### src/rtl/mac_accumulator_if.sv
// Handshake bundle for mac_accumulator: beat input channel and result output channel.
// Data buses are plain vectors; the unit interprets them as two's-complement internally.
interface mac_accumulator_if #(
  parameter int W_BITS   = 32,
  parameter int X_BITS   = 33,
  parameter int ACC_BITS = 64,
  parameter int CNT_BITS = 16
);
  logic                in_valid;
  logic                in_ready;
  logic [W_BITS-1:0]   w;
  logic [X_BITS-1:0]   x;
  logic                in_first;
  logic                in_last;
  logic [ACC_BITS-1:0] bias;
  logic                out_valid;
  logic                out_ready;
  logic [ACC_BITS-1:0] acc_out;
  logic                out_overflow;
  logic [CNT_BITS-1:0] out_count;

  modport master (
    output in_valid, w, x, in_first, in_last, bias, out_ready,
    input  in_ready, out_valid, acc_out, out_overflow, out_count
  );

  modport slave (
    input  in_valid, w, x, in_first, in_last, bias, out_ready,
    output in_ready, out_valid, acc_out, out_overflow, out_count
  );
endinterface

### src/rtl/mac_accumulator.sv
// Pipelined signed multiply-accumulate: PIPE product stages, one accumulate stage,
// one result register; the whole datapath freezes while a result waits for out_ready.
module mac_accumulator #(
  parameter int W_BITS   = 32,
  parameter int X_BITS   = 33,
  parameter int ACC_BITS = 64,
  parameter int PIPE     = 2,
  parameter bit SAT_EN   = 1'b1,
  parameter int CNT_BITS = 16
) (
  input  logic             clk,
  input  logic             rstn,
  mac_accumulator_if.slave bus
);

  localparam int PW  = W_BITS + X_BITS;
  localparam int MSB = ACC_BITS - 1;

  typedef logic signed [ACC_BITS-1:0] acc_t;

  localparam acc_t ACC_MAX = {1'b0, {(ACC_BITS-1){1'b1}}};
  localparam acc_t ACC_MIN = {1'b1, {(ACC_BITS-1){1'b0}}};

  logic                 en;
  logic signed [PW-1:0] mul_full;
  acc_t                 mul_ext;

  logic [PIPE-1:0] vld_q, vld_d, first_q, first_d, last_q, last_d;
  acc_t            prod_q [PIPE];
  acc_t            prod_d [PIPE];
  acc_t            bias_q [PIPE];
  acc_t            bias_d [PIPE];

  acc_t                acc_q, acc_d, acc_base, acc_a, sum;
  logic [CNT_BITS-1:0] cnt_q, cnt_d, cnt_base;
  logic                ovf_q, ovf_d, ovf_base, add_ovf;
  logic                open_q, open_d, open_base;
  logic                emit_q, emit_d;

  logic                out_valid_q, out_valid_d;
  acc_t                out_acc_q, out_acc_d;
  logic                out_ovf_q, out_ovf_d;
  logic [CNT_BITS-1:0] out_cnt_q, out_cnt_d;

  assign en           = !(out_valid_q && !bus.out_ready);
  assign bus.in_ready = en;
  assign mul_full     = $signed(bus.w) * $signed(bus.x);
  assign mul_ext      = ACC_BITS'(mul_full);

  assign bus.out_valid    = out_valid_q;
  assign bus.acc_out      = out_acc_q;
  assign bus.out_overflow = out_ovf_q;
  assign bus.out_count    = out_cnt_q;

  // Multiplier pipeline: every stage carries its tags and bias alongside the product.
  always_comb begin
    vld_d   = vld_q;
    first_d = first_q;
    last_d  = last_q;
    prod_d  = prod_q;
    bias_d  = bias_q;
    if (en) begin
      vld_d[0]   = bus.in_valid;
      first_d[0] = bus.in_first;
      last_d[0]  = bus.in_last;
      prod_d[0]  = mul_ext;
      bias_d[0]  = $signed(bus.bias);
      for (int i = 1; i < PIPE; i++) begin
        vld_d[i]   = vld_q[i-1];
        first_d[i] = first_q[i-1];
        last_d[i]  = last_q[i-1];
        prod_d[i]  = prod_q[i-1];
        bias_d[i]  = bias_q[i-1];
      end
    end else begin
      vld_d = vld_q;
    end
  end

  // Accumulate stage; a just-emitted vector reads back as zero so the next beat starts clean.
  always_comb begin
    acc_base  = emit_q ? {ACC_BITS{1'b0}} : acc_q;
    cnt_base  = emit_q ? {CNT_BITS{1'b0}} : cnt_q;
    ovf_base  = emit_q ? 1'b0 : ovf_q;
    open_base = emit_q ? 1'b0 : open_q;
    acc_a     = first_q[PIPE-1] ? bias_q[PIPE-1] : acc_base;
    sum       = acc_a + prod_q[PIPE-1];
    add_ovf   = (acc_a[MSB] == prod_q[PIPE-1][MSB]) && (sum[MSB] != acc_a[MSB]);
    acc_d     = acc_q;
    cnt_d     = cnt_q;
    ovf_d     = ovf_q;
    open_d    = open_q;
    emit_d    = emit_q;
    if (en) begin
      if (vld_q[PIPE-1]) begin
        if (add_ovf && SAT_EN) begin
          acc_d = acc_a[MSB] ? ACC_MIN : ACC_MAX;
        end else begin
          acc_d = sum;
        end
        if (first_q[PIPE-1]) begin
          cnt_d = CNT_BITS'(1);
        end else if (&cnt_base) begin
          cnt_d = cnt_base;
        end else begin
          cnt_d = cnt_base + CNT_BITS'(1);
        end
        ovf_d  = (first_q[PIPE-1] ? 1'b0 : ovf_base) | add_ovf;
        open_d = !last_q[PIPE-1];
        emit_d = last_q[PIPE-1];
      end else begin
        acc_d  = acc_base;
        cnt_d  = cnt_base;
        ovf_d  = ovf_base;
        open_d = open_base;
        emit_d = 1'b0;
      end
    end else begin
      emit_d = emit_q;
    end
  end

  // Result register loads the finished vector; otherwise it holds until handshaken.
  always_comb begin
    out_valid_d = out_valid_q;
    out_acc_d   = out_acc_q;
    out_ovf_d   = out_ovf_q;
    out_cnt_d   = out_cnt_q;
    if (en) begin
      out_valid_d = emit_q;
      if (emit_q) begin
        out_acc_d = acc_q;
        out_ovf_d = ovf_q;
        out_cnt_d = cnt_q;
      end else begin
        out_acc_d = out_acc_q;
      end
    end else begin
      out_valid_d = out_valid_q;
    end
  end

  // State registers with synchronous active-high reset.
  always_ff @(posedge clk) begin
    if (rstn) begin
      vld_q   <= {PIPE{1'b0}};
      first_q <= {PIPE{1'b0}};
      last_q  <= {PIPE{1'b0}};
      for (int i = 0; i < PIPE; i++) begin
        prod_q[i] <= {ACC_BITS{1'b0}};
        bias_q[i] <= {ACC_BITS{1'b0}};
      end
      acc_q       <= {ACC_BITS{1'b0}};
      cnt_q       <= {CNT_BITS{1'b0}};
      ovf_q       <= 1'b0;
      open_q      <= 1'b0;
      emit_q      <= 1'b0;
      out_valid_q <= 1'b0;
      out_acc_q   <= {ACC_BITS{1'b0}};
      out_ovf_q   <= 1'b0;
      out_cnt_q   <= {CNT_BITS{1'b0}};
    end else begin
      vld_q       <= vld_d;
      first_q     <= first_d;
      last_q      <= last_d;
      prod_q      <= prod_d;
      bias_q      <= bias_d;
      acc_q       <= acc_d;
      cnt_q       <= cnt_d;
      ovf_q       <= ovf_d;
      open_q      <= open_d;
      emit_q      <= emit_d;
      out_valid_q <= out_valid_d;
      out_acc_q   <= out_acc_d;
      out_ovf_q   <= out_ovf_d;
      out_cnt_q   <= out_cnt_d;
    end
  end

endmodule

### src/flat_wrapper.sv
// flat-port wrapper written by rule: the top's interface ports become plain ports
module mac_accumulator_flat 
#(
  parameter int W_BITS   = 32,
  parameter int X_BITS   = 33,
  parameter int ACC_BITS = 64,
  parameter int PIPE     = 2,
  parameter bit SAT_EN   = 1'b1,
  parameter int CNT_BITS = 16
)
  (clk, rstn, bus_in_valid, bus_w, bus_x, bus_in_first, bus_in_last, bus_bias, bus_out_ready, bus_in_ready, bus_out_valid, bus_acc_out, bus_out_overflow, bus_out_count);
  mac_accumulator_if #(.W_BITS(W_BITS), .X_BITS(X_BITS), .ACC_BITS(ACC_BITS), .CNT_BITS(CNT_BITS)) bus_i ();
  input  logic clk;
  input  logic rstn;
  input wire logic [$bits(bus_i.in_valid)-1:0] bus_in_valid;
  input wire logic [$bits(bus_i.w)-1:0] bus_w;
  input wire logic [$bits(bus_i.x)-1:0] bus_x;
  input wire logic [$bits(bus_i.in_first)-1:0] bus_in_first;
  input wire logic [$bits(bus_i.in_last)-1:0] bus_in_last;
  input wire logic [$bits(bus_i.bias)-1:0] bus_bias;
  input wire logic [$bits(bus_i.out_ready)-1:0] bus_out_ready;
  output wire logic [$bits(bus_i.in_ready)-1:0] bus_in_ready;
  output wire logic [$bits(bus_i.out_valid)-1:0] bus_out_valid;
  output wire logic [$bits(bus_i.acc_out)-1:0] bus_acc_out;
  output wire logic [$bits(bus_i.out_overflow)-1:0] bus_out_overflow;
  output wire logic [$bits(bus_i.out_count)-1:0] bus_out_count;
  assign bus_i.in_valid = bus_in_valid;
  assign bus_i.w = bus_w;
  assign bus_i.x = bus_x;
  assign bus_i.in_first = bus_in_first;
  assign bus_i.in_last = bus_in_last;
  assign bus_i.bias = bus_bias;
  assign bus_i.out_ready = bus_out_ready;
  assign bus_in_ready = bus_i.in_ready;
  assign bus_out_valid = bus_i.out_valid;
  assign bus_acc_out = bus_i.acc_out;
  assign bus_out_overflow = bus_i.out_overflow;
  assign bus_out_count = bus_i.out_count;
  mac_accumulator #(.W_BITS(W_BITS), .X_BITS(X_BITS), .ACC_BITS(ACC_BITS), .PIPE(PIPE), .SAT_EN(SAT_EN), .CNT_BITS(CNT_BITS)) u_core (.clk(clk), .rstn(rstn), .bus(bus_i));
endmodule
### config.mk
export PLATFORM = sky130hd
export DESIGN_NAME = mac_accumulator_flat
export DESIGN_NICKNAME = d
export VERILOG_FILES = /design/src/rtl/mac_accumulator_if.sv /design/src/rtl/mac_accumulator.sv /design/src/flat_wrapper.sv
export SDC_FILE = /design/constraint.sdc
export NUM_CORES = 2
export LEC_CHECK = 0
export ABC_AREA = 1
export BUFFER_PORTS_ARGS = -buffer_cell sky130_fd_sc_hd__buf_4
export CAP_MARGIN = 15
export CORE_MARGIN = 1
export CORE_UTILIZATION = 59
export CTS_BUF_LIST = sky130_fd_sc_hd__clkbuf_8 sky130_fd_sc_hd__clkbuf_16
export DETAILED_ROUTE_END_ITERATION = 6
export GPL_TIMING_DRIVEN = 1
export PLACE_DENSITY = 0.88
export SYNTH_ARGS = -nofsm -noshare
export SYNTH_HDL_FRONTEND = slang
export SYNTH_SLANG_ARGS = --single-unit
### constraint.sdc
create_clock -name clk -period 8.18 [get_ports clk]
set_input_delay 0.818 -clock clk [delete_from_list [all_inputs] [get_ports clk]]
set_output_delay 0.818 -clock clk [all_outputs]
set_load 0.05 [all_outputs]
* Word-level counts from Yosys, hierarchy flattened
Cells that the tools add are included.
Operators by class: add/subtract/negate cells 2, multiply operators 1, eq/ne operators 2, multiplexer cells 13, bitwise gates (word level) 2, reduce and logical (&&, ||, !) cells 6
Operator list (number):
- 64-bit two-way mux | 5
- 64-bit adder | 1
- 32-bit by 33-bit multiplier with 64-bit output | 1
- 16-bit two-way mux | 4
- 16-bit by 1-bit adder with 16-bit output, second input constant | 1
- 16-bit AND reduction | 1
- 1-bit two-way mux | 4
- 1-bit logical AND | 2
- 1-bit zero test | 2
- 2-bit AND reduction | 1
- 1-bit == test | 1
- 1-bit != test | 1
- 1-bit inverter | 1
- 1-bit bitwise OR | 1
Word-level totals: register bits 426, bits of input ports 135, output and inout port bits 83, logic and storage cells 41

* Logic depth before layout (Yosys ltp)
depth in word-level cells 7, gate-level depth with buffers 34, depth with buffers taken out 32

* Least setup slack after synthesis
Ideal clock, no wire load.
path type input-to-reg, start point input bus_x[32], end point register u_core.prod_q[127] in the netlist's numbering, library setup time 109 ps, arrival time 7833 ps, data required time 8071 ps, slack 239 ps, stages 32, buffers on the path 2, cells stage by stage clkbuf_1 clkbuf_1 nand2_1 inv_1 fa_1 inv_1 fa_1 inv_1 fa_1 fa_1 inv_1 fa_1 inv_1 fa_1 inv_1 fa_1 inv_1 fa_1 ha_1 nand2_1 nor2_1 inv_1 nor2_1 inv_1 nor4_1 nand2_1 nand3_1 inv_1 nand2_1 nand3_1 nand2_1 inv_1
On the way: longest elaborated chain between the ends 1
RTL lines:
- from (decl) | RTL line flat_wrapper.sv:17 | input wire logic [$bits(bus_i.x)-1:0] bus_x;
- 32-bit by 33-bit multiplier with 64-bit output | RTL line mac_accumulator.sv:47 | assign mul_full = $signed(bus.w) * $signed(bus.x);
- to (signal, indexed assignment) | RTL line mac_accumulator.sv:150 | prod_q[i] <= {ACC_BITS{1'b0}};
- to (signal assigned) | RTL line mac_accumulator.sv:166 | prod_q <= prod_d;
- to (decl) | RTL line mac_accumulator.sv:29 | acc_t prod_q [PIPE];
Every way passes these cells. A chain may end at the register's enable or synchronous reset.

* Worst setup path after layout
start point input bus_w[2], end point register u_core.prod_q[106] in the netlist's numbering
On the way: longest elaborated chain between the ends 1
RTL lines:
- from (decl) | RTL line flat_wrapper.sv:16 | input wire logic [$bits(bus_i.w)-1:0] bus_w;
- 32-bit by 33-bit multiplier with 64-bit output | RTL line mac_accumulator.sv:47
Every way passes these cells.

==> impl_metrics.csv <==
group,metric,value,unit
status,outcome,"finished, final reports clean",
timing,hold_viol_final,0,
die,design.die.area,0.105,mm²
detailed_routing,vias,54000,
timing,finalCritPeriodShare,95.0,%
place,portBuffers,217,
clock_network,cts_setup_buffers,0,
detailed_routing,routed_wl,188000,µm
synthesis,ys_async_sr_fraction,0,%
grt,grt_max_degree,229,
setup_path,cp_common_cell,"fa_1",
finish,layout_common_cells,"2045 x nand2_1, 1920 x inv_1, 1104 x fa_1",
grt,overflow,0,
clock_network,cts_tree,"done",
synthesis,seq_area_frac_synth,14.0,%
finish,synthToLayoutAreaGrowth,6.85,%
setup_path,endpoint_kind,"flip-flop",
synthesis,syn_avg_cell_area,7.32,µm²
clock_network,cts.hold.buffers_added,0,
die,num_rows,117,
detailed_routing,dr.pass1.iters,6,
grt,grt_pass1_vias,55600,
place,place_congestion,1.03,
detailed_routing,drtAntennaViolNets,0,
synthesis,synth-edff-count,0,
timing,final-max-slew-violation-count,0,
finish,multi_input_area,0.0437,mm²
die,core_area,0.102,mm²
timing,setup_viol_count_final,0,
die,die_width,324,µm
detailed_routing,wire_per_inst,19.3,µm
synthesis,ys_ff_latch,426,
grt,track_usage,36.6,%
die,io_pins,218,
detailed_routing,drt_iter0_drc,5736,
timing,tightestPinTransition,1.09,ns
finish,regArea,0.00853,mm²
setup_path,critPathMaxFanout,33,
setup_path,cp_data_arrival_time,8.29,ns
synthesis,syn-num-nets,9834,
timing,setup_tns,0,ns
synthesis,netlist_area,0.0611,mm²
finish,drive_gt1_share,6.07,%
setup_path,critPathSlowestCell,"fa_1",
timing,grt_setup_unrepaired,"false",
timing,maxSlewHeadroom,27.2,%
clock_network,clock_sinks,426,
timing,finalCriticalPeriod,7.77,ns
setup_path,worst-path-buf-inv,8,
finish,fillers,8716,
clock_network,ctsResizeCount,0,
setup_path,crit_type,"input port to flip-flop",
detailed_routing,drc_errors,0,
clock_network,numCtsBuffers,42,
timing,finalClockSkew,0.0360,ns
setup_path,cp-start-kind,"input port",
synthesis,synth_cell_types,50,
die,initial_core_util,59.8,%
clock_network,clk_latency,0.60,ns
setup_path,cp_data_required_time,8.70,ns
die,fp.dieH,324,µm
clock_network,root_buffer,"clkbuf_16",
setup_path,slowest_delay,0.82,ns
clock_network,clk_pin_slew_worst_paths,0.06,ns
synthesis,ys_warn_count,0,
grt,antenna_found_initial,5,
timing,fmax,129,MHz
setup_path,critPathTopFamily,"adder cells",
clock_network,htreeDepth,2,
clock_network,cts_buffer_depth,3,
grt,grt_pass1_wl,297000,µm
finish,fin_nets,9807,
finish,layout_commonest_cell,"nand2_1",
synthesis,postSynthCellCount,8347,
synthesis,synth_flop_cell,"dfxtp_1",
flow_run,cap_violations,0,
place,dp_hpwl,154000,µm
detailed_routing,vias_per_cell,5.55,
worst_hold_path,min_path_type,"flip-flop to flip-flop",
cell type report:
type | count | share of cell area [%]
inverters | 1935 | 11.2
clock inverters | 28 | 0.477
well taps | 1368 | 2.62
clock buffers | 48 | 1.74
repair buffers | 336 | 3.98
diodes | 4 | 0.0153
multi-input cells | 5579 | 66.9
flip-flops and latches | 426 | 13.1
layer usage:
layer	global-route usage, %	routed length [µm]	vias up
met2	57.4	84400	2917
met1	48.7	74300	26000
met5	0	34	-
li1	-	-	24400
met3	8.63	20500	651
met4	15.1	8910	6
stage by stage:
stage / hold WS, ns / util [%] / setup WS, ns / cell area (µm²) / instances
2_1_floorplan: 0.437 / - / 0.239 / 61100 / 8347
3_3_place_gp: 0.454 / 62.4 / 0.0550 / 63800 / 9644
3_5_place_dp: 0.457 / 62.4 / 0.0220 / 63800 / 9644
4_1_cts: 0.452 / 63.9 / 0.593 / 65300 / 9720
5_1_grt: 0.473 / 63.9 / 0.110 / 65300 / 9721
6_report: 0.464 / 63.9 / 0.413 / 65300 / 9724
tightest hold or removal path: cells and delay by family, from the launching register on:
kind             cells  cell delay [ns]
flip-flops           1             0.31
AO/OA/AOI/OAI        1             0.05
AND/OR/NAND/NOR      1             0.06
registers in the layout, indices dropped and copies added (netlist names):
signal and count:
u_core.first_q 2, u_core.acc_q 64, u_core.bias_q 128, u_core.bus.out_overflow 1, u_core.last_q 2, u_core.cnt_q 16
u_core.vld_q 2, u_core.emit_q 1, u_core.bus.out_valid 1, u_core.ovf_q 1, u_core.bus.out_count 16, u_core.bus.acc_out 64
u_core.prod_q 128
path summary, 6_finish.rpt:
kind | from | endpoint | slack, ns | cells past startpoint
setup / recovery | bus_w[2] | u_core.prod_q[106] | 0.41 | 27
hold / removal | u_core.cnt_q[13] | u_core.cnt_q[13] | 0.46 | 2
setup reg to reg | u_core.first_q[1] | u_core.acc_q[26] | 3.32 | 16
hold reg to reg | u_core.cnt_q[13] | u_core.cnt_q[13] | 0.46 | 2
synthesized netlist by cell type (21+ instances only):
cell         n  area, µm²
xor2_1      35        307
clkbuf_1   380       1430
dfxtp_1    426       8530
ha_1       248       3100
nor3_1      27        135
nor2_1     832       3120
nand4_1     46        288
o211ai_1    23        173
xnor2_1     41        359
nand2_1   2045       7680
o21bai_1    52        390
fa_1      1104      22100
inv_1     1916       7190
nand3_1    172        861
o21ai_2     21        184
a21oi_1    261       1310
o21ai_0    565       2830
logic make-up after synthesis:
family	Yosys count	share of synthesized area [%]
compound gates	964	8.55
xor+xnor	76	1.09
fa+ha+maj	1352	41.3
buf+inv	2342	14.5
flops	426	14.0
simple gates	3187	20.6
Power is not shown: default switching activity piles up to over one toggle a cycle in this logic, so the estimate is an artifact.
